--- config.mk ---
export PLATFORM = sky130hd
export DESIGN_NAME = song_player_ctrl
export DESIGN_NICKNAME = d
export VERILOG_FILES = /design/src/rtl/song_player_ctrl.sv
export SDC_FILE = /design/constraint.sdc
export NUM_CORES = 1
export LEC_CHECK = 0
export CAP_MARGIN = 20
export CORE_MARGIN = 2
export CORE_UTILIZATION = 45
export DETAILED_ROUTE_END_ITERATION = 7
export GPL_TIMING_DRIVEN = 0
export PLACE_DENSITY = 0.77
export REMOVE_ABC_BUFFERS = 1
export SYNTH_ARGS = -nofsm -noshare
export SYNTH_HDL_FRONTEND = slang
export SYNTH_SLANG_ARGS = --single-unit
--- constraint.sdc ---
create_clock -name clk -period 6.25 [get_ports clk]
set_input_delay 1.25 -clock clk [delete_from_list [all_inputs] [get_ports clk]]
set_output_delay 1.25 -clock clk [all_outputs]
set_load 0.005 [all_outputs]
--- src/rtl/song_player_ctrl.sv ---
// Auto-play sequencer for the song ROM: walks addresses, times each note from its
// ROM duration, inserts a silent gap between notes and flags the natural end of song.
module song_player_ctrl #(
  parameter int ADDR_W     = 9,
  parameter int DUR_W      = 32,
  parameter int GAP_CYCLES = 50_000
) (
  input  logic              clk,
  input  logic              rst,
  input  logic              start,
  input  logic              stop,
  input  logic              pause,
  input  logic [3:0]        song_sel,
  input  logic [3:0]        rom_note,
  input  logic [DUR_W-1:0]  rom_duration,
  output logic [ADDR_W-1:0] rom_addr,
  output logic [3:0]        rom_song,
  output logic [3:0]        note_out,
  output logic              note_active,
  output logic              playing,
  output logic              song_done
);

  typedef enum logic [2:0] {
    IDLE  = 3'd0,
    FETCH = 3'd1,
    PLAY  = 3'd2,
    GAP   = 3'd3,
    DONE  = 3'd4
  } state_t;

  localparam logic [ADDR_W-1:0] LAST_ADDR = '1;
  localparam bit                HAS_GAP   = (GAP_CYCLES > 0);
  localparam logic [DUR_W-1:0]  GAP_LOAD  = HAS_GAP ? DUR_W'(GAP_CYCLES - 1) : '0;

  state_t           state;
  logic [DUR_W-1:0] dur_cnt;
  logic [DUR_W-1:0] gap_cnt;

  // Counters are loaded with length-1 and run down to zero, so a note of
  // duration D occupies exactly D cycles in PLAY.
  always_ff @(posedge clk or posedge rst) begin
    if (rst) begin
      state       <= IDLE;
      rom_addr    <= '0;
      rom_song    <= '0;
      note_out    <= '0;
      note_active <= 1'b0;
      playing     <= 1'b0;
      song_done   <= 1'b0;
      dur_cnt     <= '0;
      gap_cnt     <= '0;
    end else begin
      song_done <= 1'b0;
      if (stop) begin
        state       <= IDLE;
        rom_addr    <= '0;
        note_out    <= '0;
        note_active <= 1'b0;
        playing     <= 1'b0;
        dur_cnt     <= '0;
        gap_cnt     <= '0;
      end else begin
        case (state)
          IDLE: begin
            if (start) begin
              rom_song <= song_sel;
              rom_addr <= '0;
              playing  <= 1'b1;
              state    <= FETCH;
            end
          end
          FETCH: begin
            if (rom_duration == '0) begin
              song_done <= 1'b1;
              state     <= DONE;
            end else begin
              dur_cnt     <= rom_duration - 1'b1;
              note_out    <= rom_note;
              note_active <= (rom_note != 4'd0);
              state       <= PLAY;
            end
          end
          PLAY: begin
            if (pause) begin
              note_active <= 1'b0;
            end else if (dur_cnt == '0) begin
              note_out    <= '0;
              note_active <= 1'b0;
              if (HAS_GAP) begin
                gap_cnt <= GAP_LOAD;
                state   <= GAP;
              end else if (rom_addr == LAST_ADDR) begin
                song_done <= 1'b1;
                state     <= DONE;
              end else begin
                rom_addr <= rom_addr + 1'b1;
                state    <= FETCH;
              end
            end else begin
              dur_cnt     <= dur_cnt - 1'b1;
              note_active <= (note_out != 4'd0);
            end
          end
          GAP: begin
            if (!pause) begin
              if (gap_cnt != '0) begin
                gap_cnt <= gap_cnt - 1'b1;
              end else if (rom_addr == LAST_ADDR) begin
                song_done <= 1'b1;
                state     <= DONE;
              end else begin
                rom_addr <= rom_addr + 1'b1;
                state    <= FETCH;
              end
            end
          end
          DONE: begin
            rom_addr <= '0;
            playing  <= 1'b0;
            state    <= IDLE;
          end
          default: begin
            state   <= IDLE;
            playing <= 1'b0;
          end
        endcase
      end
    end
  end

endmodule
==> impl_metrics.tcl <==
set metrics [dict create \
    die_area_um2 14900 \
    fillCellCount 1253 \
    min-delay-path-class "reg -> reg" \
    yosys.area.top_type "sky130_fd_sc_hd__dfrtp_1" \
    pwr-share-clk_pct 32.0 \
    first_pass_iters 7 \
    vdd_ir_drop_max_uv 174 \
    rows 43 \
    synthesis.area_per_instance_um2 8.30 \
    design.portCount 65 \
    post_synth_edffs 0 \
    post_synth_instance_area_um2 6260 \
    setup_viol 0 \
    internal-power_mw 1.13 \
    grt_pass1_vias 5730 \
    status "complete, no violations" \
    h-tree-depth 3 \
    worst_ep_required_time_ns 6.50 \
    synth_warnings 0 \
    clkSlewWorstSetupHoldPaths_ns 0.06 \
    synth_area_leaders "sky130_fd_sc_hd__dfrtp_1 35%, sky130_fd_sc_hd__mux2i_1 4.5%, sky130_fd_sc_hd__o21ai_0 4.2%" \
    post_cts_repair_resize_count 0 \
    core_area_um2 13700 \
    grt_antenna_before_repair 0 \
    tritoncts_clock_tree "built" \
    synthArstFlopShare_pct 100 \
    grt-ovfl-total 0 \
    final-hold-violation-count 0 \
    cts-buffers-inserted 9 \
    setup_repair_after_global_routing_missed_its_margin "no" \
    width_of_the_chip_um 122 \
    route.detailed.drc 0 \
    later_pin_clock_latency_in_the_skew_report_ns 0.35 \
    worst_setup_slack_final_ns 1.61 \
    finalMaxSlewViolations 0 \
    num_vias 6377 \
    grt_start_max_net_pins 64 \
    worst-setup-path-type "in -> reg" \
    placement.io_buffers 64 \
    initial_core_util_pct 45.6 \
    via_per_inst 6.49 \
    regArea_um2 2180 \
    multiInputGateArea_um2 3860 \
    cts_root_buf "sky130_fd_sc_hd__clkbuf_16" \
    power_mw 1.72 \
    synthesis.instances 754 \
    critPathMaxFanout 35 \
    fmax_mhz 216 \
    slew-limit-headroom_pct 25.6 \
    clk_path_buf_depth 2 \
    holdBufCountCts 0 \
    fp.dieH_um 122 \
    cell_count_final_fillers_out 982 \
    cts_setup_buffers 0 \
    power.switching_mw 0.587 \
    tightest_slew_ns 1.11 \
    groute.usage.overall_pct 24.2 \
    cellPowerDensity_nw_per_um2 232 \
    global_route_wire_length_before_repair_um 28900 \
    netlist-cell-type-count 74 \
    crit_arrival_ns 4.89 \
    dpl.hpwl_um 12000 \
    dominant_register_cell_in_the_synthesized_netlist "sky130_fd_sc_hd__dfrtp_1" \
    area_fraction_of_the_dominant_cell_type_after_synthesis_pct 34.8 \
    post-route-period-util_pct 74.2 \
    power.share.combinational_pct 27.6 \
    drt_iter0_markers 465 \
    end_kind "flip-flop" \
    remaining_antenna_violation_count 0 \
    place_ws_ns 1.38 \
    p_sw_share_pct 34.2 \
    gp_congestion 0.895 \
    share_of_total_power_in_sequential_cells_pct 40.5 \
    place_inst 966 \
    syn_to_final_growth_pct 18.1 \
    power_leakage_nw 2.86 \
    yosysSeqAreaShare_pct 34.8 \
    critical_path.startpoint_type "primary input" \
    total_of_flip_flops_plus_latches_after_synthesis 87 \
    final_layout_size_suffix_gt1_share_pct 7.86 \
    antennaDiodeCount 0 \
    route.final.wire_length_um 17800 \
    cts_sinks 87 \
    drv_cap 0 \
    routed_wire_length_per_instance_um 18.1 \
    nets 848 \
    worst_clock_skew_ns 0.00386 \
    period_minus_slack_ns 4.64 \
]
## layer usage
layer,global-route usage (%),vias up,share of wire (%)
met3,4.31,46,7.6
met5,0,-,0
li1,-,3012,-
met4,9.55,0,2.6
met2,38.3,277,46
met1,33.0,3042,44
## power groups by stage
stage | logic, mW | registers, mW | clock network [mW]
6_report | 0.474 | 0.695 | 0.549
5_1_grt | 0.515 | 0.704 | 0.577
4_1_cts | 0.463 | 0.692 | 0.555
3_5_place_dp | 0.461 | 0.702 | 0
3_3_place_gp | 0.445 | 0.701 | 0
2_1_floorplan | 0.292 | 0.683 | 0
## worst max-delay path, cell delays in order
cell and delay (ns):
sky130_fd_sc_hd__buf_2 0.62, sky130_fd_sc_hd__inv_1 0.75, sky130_fd_sc_hd__nand2_1 0.60, sky130_fd_sc_hd__a2bb2oi_1 0.89, sky130_fd_sc_hd__nand2_1 0.38, sky130_fd_sc_hd__o32ai_1 0.36
## flip-flops by register name (all words and copies together) (netlist names)
name / cells
note_out: 4
playing: 1
note_active: 1
song_done: 1
gap_cnt: 32
state: 3
rom_song: 4
rom_addr: 9
dur_cnt: 32
## path summary, 6_finish.rpt
path                                         start                       to  slack, ns  cells after the start
max                                           stop  dur_cnt[25]$_DFFE_PP0P_       1.61                      6
min                        rom_song[0]$_DFFE_PP0P_  rom_song[0]$_DFFE_PP0P_       0.52                      1
max reg2reg                   state[0]$_DFFE_PP0P_  dur_cnt[17]$_DFFE_PP0P_       2.47                      9
min reg2reg                rom_song[0]$_DFFE_PP0P_  rom_song[0]$_DFFE_PP0P_       0.52                      1
max in group asynchronous                      rst  dur_cnt[30]$_DFFE_PP0P_       4.37                      3
min in group asynchronous                      rst  gap_cnt[17]$_DFFE_PP0P_       1.23                      2
## synthesized netlist by cell type (14+ instances only)
cell type and number:
sky130_fd_sc_hd__nand3_1 32, sky130_fd_sc_hd__o31ai_1 18, sky130_fd_sc_hd__mux2i_1 28, sky130_fd_sc_hd__a21oi_1 46, sky130_fd_sc_hd__nor3_1 33, sky130_fd_sc_hd__nand4_1 14
sky130_fd_sc_hd__clkbuf_1 31, sky130_fd_sc_hd__nor2_1 61, sky130_fd_sc_hd__nor4_1 28, sky130_fd_sc_hd__and3_1 14, sky130_fd_sc_hd__or3_1 21, sky130_fd_sc_hd__nand2_1 60
sky130_fd_sc_hd__o21ai_0 52, sky130_fd_sc_hd__or4_1 20, sky130_fd_sc_hd__dfrtp_1 87, sky130_fd_sc_hd__inv_1 20
## stage by stage
stage / TNS, ns / hold slack, ns / cell area, um^2 / util, %
floorplan: -30.65 / 0.471 / 6090 / -
global placement: -243.21 / 0.489 / 6960 / 50.7
detailed placement: 0 / 0.505 / 7090 / 51.7
CTS: 0 / 0.519 / 7380 / 53.8
global route: 0 / 0.536 / 7400 / 53.9
finish: 0 / 0.516 / 7400 / 53.9
## cell usage in the layout (no fill, tap or decap), types with 5 or more instances in the layout
cell	Yosys	routed
sky130_fd_sc_hd__dfrtp_1	87	87
sky130_fd_sc_hd__clkdlybuf4s50_1	0	63
sky130_fd_sc_hd__nor2_1	61	61
sky130_fd_sc_hd__nand2_1	60	60
sky130_fd_sc_hd__o21ai_0	52	51
sky130_fd_sc_hd__a21oi_1	46	46
sky130_fd_sc_hd__nor3_1	33	33
sky130_fd_sc_hd__nand3_1	32	32
sky130_fd_sc_hd__nor4_1	28	28
sky130_fd_sc_hd__mux2i_1	28	28
sky130_fd_sc_hd__or3_1	21	21
sky130_fd_sc_hd__or4_1	20	20
sky130_fd_sc_hd__inv_1	20	19
sky130_fd_sc_hd__o31ai_1	18	18
sky130_fd_sc_hd__and3_1	14	14
sky130_fd_sc_hd__nand4_1	14	14
sky130_fd_sc_hd__o211ai_1	11	11
sky130_fd_sc_hd__mux2_2	11	11
sky130_fd_sc_hd__a31oi_1	10	10
sky130_fd_sc_hd__clkbuf_16	0	9
sky130_fd_sc_hd__and2_1	8	8
sky130_fd_sc_hd__nand4b_1	7	7
sky130_fd_sc_hd__a211oi_1	7	7
sky130_fd_sc_hd__nand2b_1	6	6
sky130_fd_sc_hd__o22a_1	6	6
sky130_fd_sc_hd__o21a_1	6	6
sky130_fd_sc_hd__buf_6	1	6
sky130_fd_sc_hd__nand3b_1	5	5
sky130_fd_sc_hd__o221ai_1	5	5
sky130_fd_sc_hd__a221o_1	5	5
sky130_fd_sc_hd__ha_1	5	5
## cell type report
class | instances | area share (%)
clock buffer | 10 | 3.10
clock inverter | 5 | 0.812
inverter | 20 | 1.05
multi-input combinational | 606 | 52.2
sequential | 87 | 29.4
tap | 180 | 3.05
timing repair buffer | 74 | 10.4
## kinds of logic after synthesis
| group | synth area share [%] |
|---|---|
| buf+inv | 3.90 |
| xor+xnor | 0.700 |
| simple gates | 30.9 |
| mux | 6.46 |
| compound gates | 22.3 |
| flops | 34.8 |
| fa+ha+maj | 0.999 |
Note: power is estimated with default switching activity, not from simulation.
==> RTL edit 1: new RTL, same settings <==
The 5 states of `state_t` get a one-hot encoding in 5 bits.
--- a/src/rtl/song_player_ctrl.sv
+++ b/src/rtl/song_player_ctrl.sv
@@ -22,10 +22,10 @@
 );
 
-  typedef enum logic [2:0] {
-    IDLE  = 3'd0,
-    FETCH = 3'd1,
-    PLAY  = 3'd2,
-    GAP   = 3'd3,
-    DONE  = 3'd4
+  typedef enum logic [4:0] {
+    IDLE  = 5'b00001,
+    FETCH = 5'b00010,
+    PLAY  = 5'b00100,
+    GAP   = 5'b01000,
+    DONE  = 5'b10000
   } state_t;
 
Behaviour: same outputs for any inputs over 4 cycles, from zero or initial values and one cycle with rst high; so few cycles prove little.
==> RTL edit 1 against the unedited design <==
Routed wire length shrank 2.2%; first-iteration DRC count grew 35%; area after synthesis grew 0.28%; global-route usage is essentially flat; design area grew 0.15%; cell count grew 2.2%; highest routed layer unchanged; die area grew 0.26%; sequential cell count grew 2; combinational power shrank 48%; setup slack gained 0.097 ns; count of clock-buffer cells in the layout is the same; clock power shrank 5.6%; total power shrank 19%; critical path type unchanged.
==> RTL edit 1: results (changes against the unedited design) <==
Status
  – Status: finished, final reports clean (unchanged)

STA
  – Layout Skew: 0.00973 ns (was 0.00386 ns)

Synth
  – Main area contributors after synthesis: dfrtp_1 35%, o21ai_0 5.9%, nor2_1 5.4% (was dfrtp_1 35%, mux2i_1 4.5%, o21ai_0 4.2%)
  – Post-synth top cells: 91 x nor2_1, 88 x dfrtp_1, 86 x nand2_1 (was 87 x dfrtp_1, 61 x nor2_1, 60 x nand2_1)
  – Cell variety after synth: 78 (was 74)
  – Register area share after synthesis: 0.355 (was 0.348)
  – Post-Synthesis Cells: 777 (was 754)

Final layout
  – Multi-input gate area: 3840 um2 (was 3860 um2)
  – Nets: 869 (was 848)
  – Final Instance Count excl. Fillers: 1,004 (was 982)
  – Share of layout cells above drive strength 1: 0.0728 (was 0.0786)
  – # fillers: 1,325 (was 1,253)
  – Clock distribution area overhead in the final layout: 0.0367 (was 0.0391)
  – Antenna diode count: 0 (unchanged)

Power
  – LEAKAGE: 2.81 nW (was 2.86 nW)
  – P_seq: 0.000630 W (was 0.000695 W)
  – P_int: 0.000981 W (was 0.00113 W)
  – Clock net power: 0.000518 W (was 0.000549 W)
  – Peak VDD IR: 0.148 mV (was 0.174 mV)

Global route
  – Met3 Track Usage GR: 0.0449 (was 0.0431)
  – Met2 usage: 0.375 (was 0.383)
  – Total GRT Usage: 0.242 (about the same)
  – Met1 Use GR: 0.339 (was 0.330)
  – Vias in the first global route: 5,760 (was 5,730)

Worst setup path
  – Worst-path fanout max: 21 (was 35)
  – CP arrival: 4.75 ns (was 4.89 ns)

Detailed routing
  – Initial DRC Count: 626 (was 465)
  – Avg WL per Cell: 17.4 um (was 18.1 um)
  – First-pass DRT Iterations: 5 (was 7)
  – Vias: 6,371 (was 6,377)

Placed design
  – Gp weighted congestion: 0.869 (was 0.895)
  – Placed cell count: 987 (was 966)
## RTL edit 1: cell count changes after synthesis, sizes merged, moves of 11 or more
cell,before,now
or3,23,10
o21ai,54,81
nand2,60,87
mux2i,28,16
a31oi,10,21
nor2,61,92
or4,26,10
## RTL edit 1: path summary, 6_finish.rpt
path	from	depth (start not counted)	slack, ns	to
max	rom_duration[24]	9	1.71	note_out[2]
min	gap_cnt[27]	1	0.46	gap_cnt[27]
max in group asynchronous	rst	3	4.33	state[0]
max reg2reg	state[3]	11	1.84	dur_cnt[30]
min in group asynchronous	rst	2	1.24	dur_cnt[17]
min reg2reg	gap_cnt[27]	1	0.46	gap_cnt[27]
## RTL edit 1: worst max-delay path, cell delays in order
cell             delay [ns]
clkdlybuf4s50_1        0.49
or4_1                  0.59
nor3_1                 0.36
a31oi_2                0.43
buf_6                  0.29
a21o_1                 0.43
buf_16                 0.29
o31ai_2                0.44
o21ai_0                0.19
## RTL edit 1: logic make-up after synthesis
| logic type | Yosys count | synth area share |
|---|---|---|
| simple gates | 342 | 0.281 |
| compound gates | 255 | 0.264 |
| flops | 89 | 0.355 |
| buf+inv | 52 | 0.0355 |
| mux | 25 | 0.0417 |
| xor+xnor | 9 | 0.0126 |
| fa+ha+maj | 5 | 0.00997 |
## RTL edit 1: per-layer routing
metal / vias to the layer above / wire (um)
li1: 3041 / -
met2: 284 / 7930
met4: 0 / 298
met1: 3023 / 7750
met3: 23 / 1440
met5: - / 0
## RTL edit 1: metrics by stage
stage | total power [W] | instance area (um2)
after global placement | 0.000870 | 6960
after CTS | 0.00140 | 7400
after global routing | 0.00145 | 7410
final | 0.00140 | 7410
after detailed placement | 0.000885 | 7130
after floorplan | 0.000761 | 6090
==> RTL edit 2: new RTL, same settings <==
Without the edit above. The parameter `ADDR_W` goes from 9 to 7.
--- a/src/rtl/song_player_ctrl.sv
+++ b/src/rtl/song_player_ctrl.sv
@@ -2,5 +2,5 @@
 // ROM duration, inserts a silent gap between notes and flags the natural end of song.
 module song_player_ctrl #(
-  parameter int ADDR_W     = 9,
+  parameter int ADDR_W     = 7,
   parameter int DUR_W      = 32,
   parameter int GAP_CYCLES = 50_000
Ports: changed (resized rom_addr); port bits go from 65 to 63. The function was not compared with the original's and may differ.
==> RTL edit 2 against the unedited design <==
Routed wire length shrank 9.3%; area after synthesis decreased by 4.0%; sequential cell count fell by 2; die area is 3.9% lower; maximum frequency decreased by 4.6%; design area decreased by 4.6%; hold slack lost 0.011 ns; non-clock buffer count shrank 5; first-iteration DRC count grew 17%; clock power up 1%; total power rose by 4.0%; sequential share of layout area increased by 0.72 points; global-route usage is 1.2 points lower; setup slack got worse by 0.23 ns; critical endpoint unchanged.
==> RTL edit 2: results (changes against the unedited design) <==
STA
  – Worst hold margin: 0.506 ns (was 0.516 ns)
  – Layout Skew: 0.00678 ns (was 0.00386 ns)

Clock tree
  – Post-CTS Resized: 0 (unchanged)
  – Post CTS Setup Buffer Count: 0 (unchanged)

Placed design
  – Dpl cell area: 6760 um2 (was 7090 um2)
  – I/O Buffers: 62 (was 64)
  – Gp weighted congestion: 0.852 (was 0.895)
  – Placed cell count: 935 (was 966)
  – DP Worst Slack: 1.09 ns (was 1.38 ns)
  – Placed wire-length estimate: 11.0 mm (was 12.0 mm)

Power
  – LEAKAGE: 2.72 nW (was 2.86 nW)
  – Peak VDD IR: 0.134 mV (was 0.174 mV)

Detailed routing
  – First-pass DRT Iterations: 5 (was 7)
  – Vias/cell: 6.10 (was 6.49)
  – Initial DRC Count: 546 (was 465)
  – Post-Route WL: 16.2 mm (was 17.8 mm)

Worst setup path
  – Reg-to-reg slack, setup: 2.02 ns (was 2.47 ns)
  – Worst-path fanout max: 34 (was 35)
  – Crit path largest cell delay: 0.86 ns (was 0.89 ns)
  – Slowest CP cell: nor4_1 (was a2bb2oi_1)
  – CP delay by family, top: simple AND/OR/NAND/NOR gates (was buffers and inverters)
  – FF-to-FF path depth: 11 (was 9)
  – CP arrival: 5.10 ns (was 4.89 ns)
  – Critical R2R Capture: dur_cnt[28] (was dur_cnt[17])

Global route
  – First-pass GRT wire length: 27.0 mm (was 28.9 mm)
  – Largest net degree at the start of global routing: 58 (was 64)
  – Total GRT Usage: 0.231 (was 0.242)
  – Vias in the first global route: 5,520 (was 5,730)

Synth
  – Post-Synthesis Cells: 734 (was 754)
  – Register area share after synthesis: 0.354 (was 0.348)
  – Main area contributors after synthesis: dfrtp_1 35%, nor2_1 6.1%, mux2i_1 4.2% (was dfrtp_1 35%, mux2i_1 4.5%, o21ai_0 4.2%)
  – Post-synth top cells: 97 x nor2_1, 85 x dfrtp_1, 59 x nand2_1 (was 87 x dfrtp_1, 61 x nor2_1, 60 x nand2_1)
  – Cell variety after synth: 69 (was 74)

Worst hold path
  – Hold wc startpoint: rom_song[3] (was rom_song[0])
  – Hold EP: rom_song[3] (was rom_song[0])
  – Hold path cells: 1 (unchanged)

Final layout
  – Share of layout cells above drive strength 1: 0.0646 (was 0.0786)
  – Antenna diode count: 0 (unchanged)
  – Nets: 819 (was 848)
  – # fillers: 1,263 (was 1,253)
  – Final Instance Count excl. Fillers: 950 (was 982)
  – Largest regs: dur_cnt (32), gap_cnt (32), rom_addr (7) (was dur_cnt (32), gap_cnt (32), rom_addr (9))

Status
  – Status: finished, final reports clean (unchanged)
## RTL edit 2: layer usage
| layer | global-route usage | wire length [um] |
|---|---|---|
| met5 | 0 | 0 |
| met4 | 0.0985 | 399 |
| met3 | 0.0352 | 825 |
| met2 | 0.380 | 7730 |
| met1 | 0.303 | 7190 |
## RTL edit 2: area by class of cell
type,instances,area [um2],share of cell area
repair buffers,69,719,0.102
clock buffers,10,239,0.0339
multi-input cells,594,3640,0.517
clock inverters,5,60.1,0.00851
inverters,11,43.8,0.00621
flip-flops and latches,85,2130,0.302
well taps,176,220,0.0312
## RTL edit 2: cells by family (layout without fill, tap and decap cells)
group / Yosys count / after routing / synth area share
simple gates: 359 / 359 / 0.308
compound gates: 169 / 169 / 0.190
flops: 85 / 85 / 0.354
buf+inv: 55 / 95 / 0.0402
mux: 33 / 33 / 0.0566
xor+xnor: 29 / 29 / 0.0423
fa+ha+maj: 4 / 4 / 0.00833
## RTL edit 2: power breakdown
part	leakage (nW)	switching (W)	internal (W)	total, W
Clock	0.145	0.000237	0.000320	0.000557
Sequential	1.12	0.0000935	0.000623	0.000716
Combinational	1.46	0.000289	0.000225	0.000514
## RTL edit 2: worst max-delay path by stage
stage | from | end | slack (ns) | cells after the start
6_report | rom_duration[19] | dur_cnt[25] | 1.39 | 8
5_1_grt | rom_duration[19] | dur_cnt[25] | 1.18 | 8
4_1_cts | rom_duration[19] | dur_cnt[25] | 1.45 | 8
3_5_place_dp | rom_duration[19] | dur_cnt[25] | 1.09 | 8
3_3_place_gp | state[0] | dur_cnt[24] | -3.23 | 10
2_1_floorplan | state[0] | dur_cnt[28] | -0.67 | 10
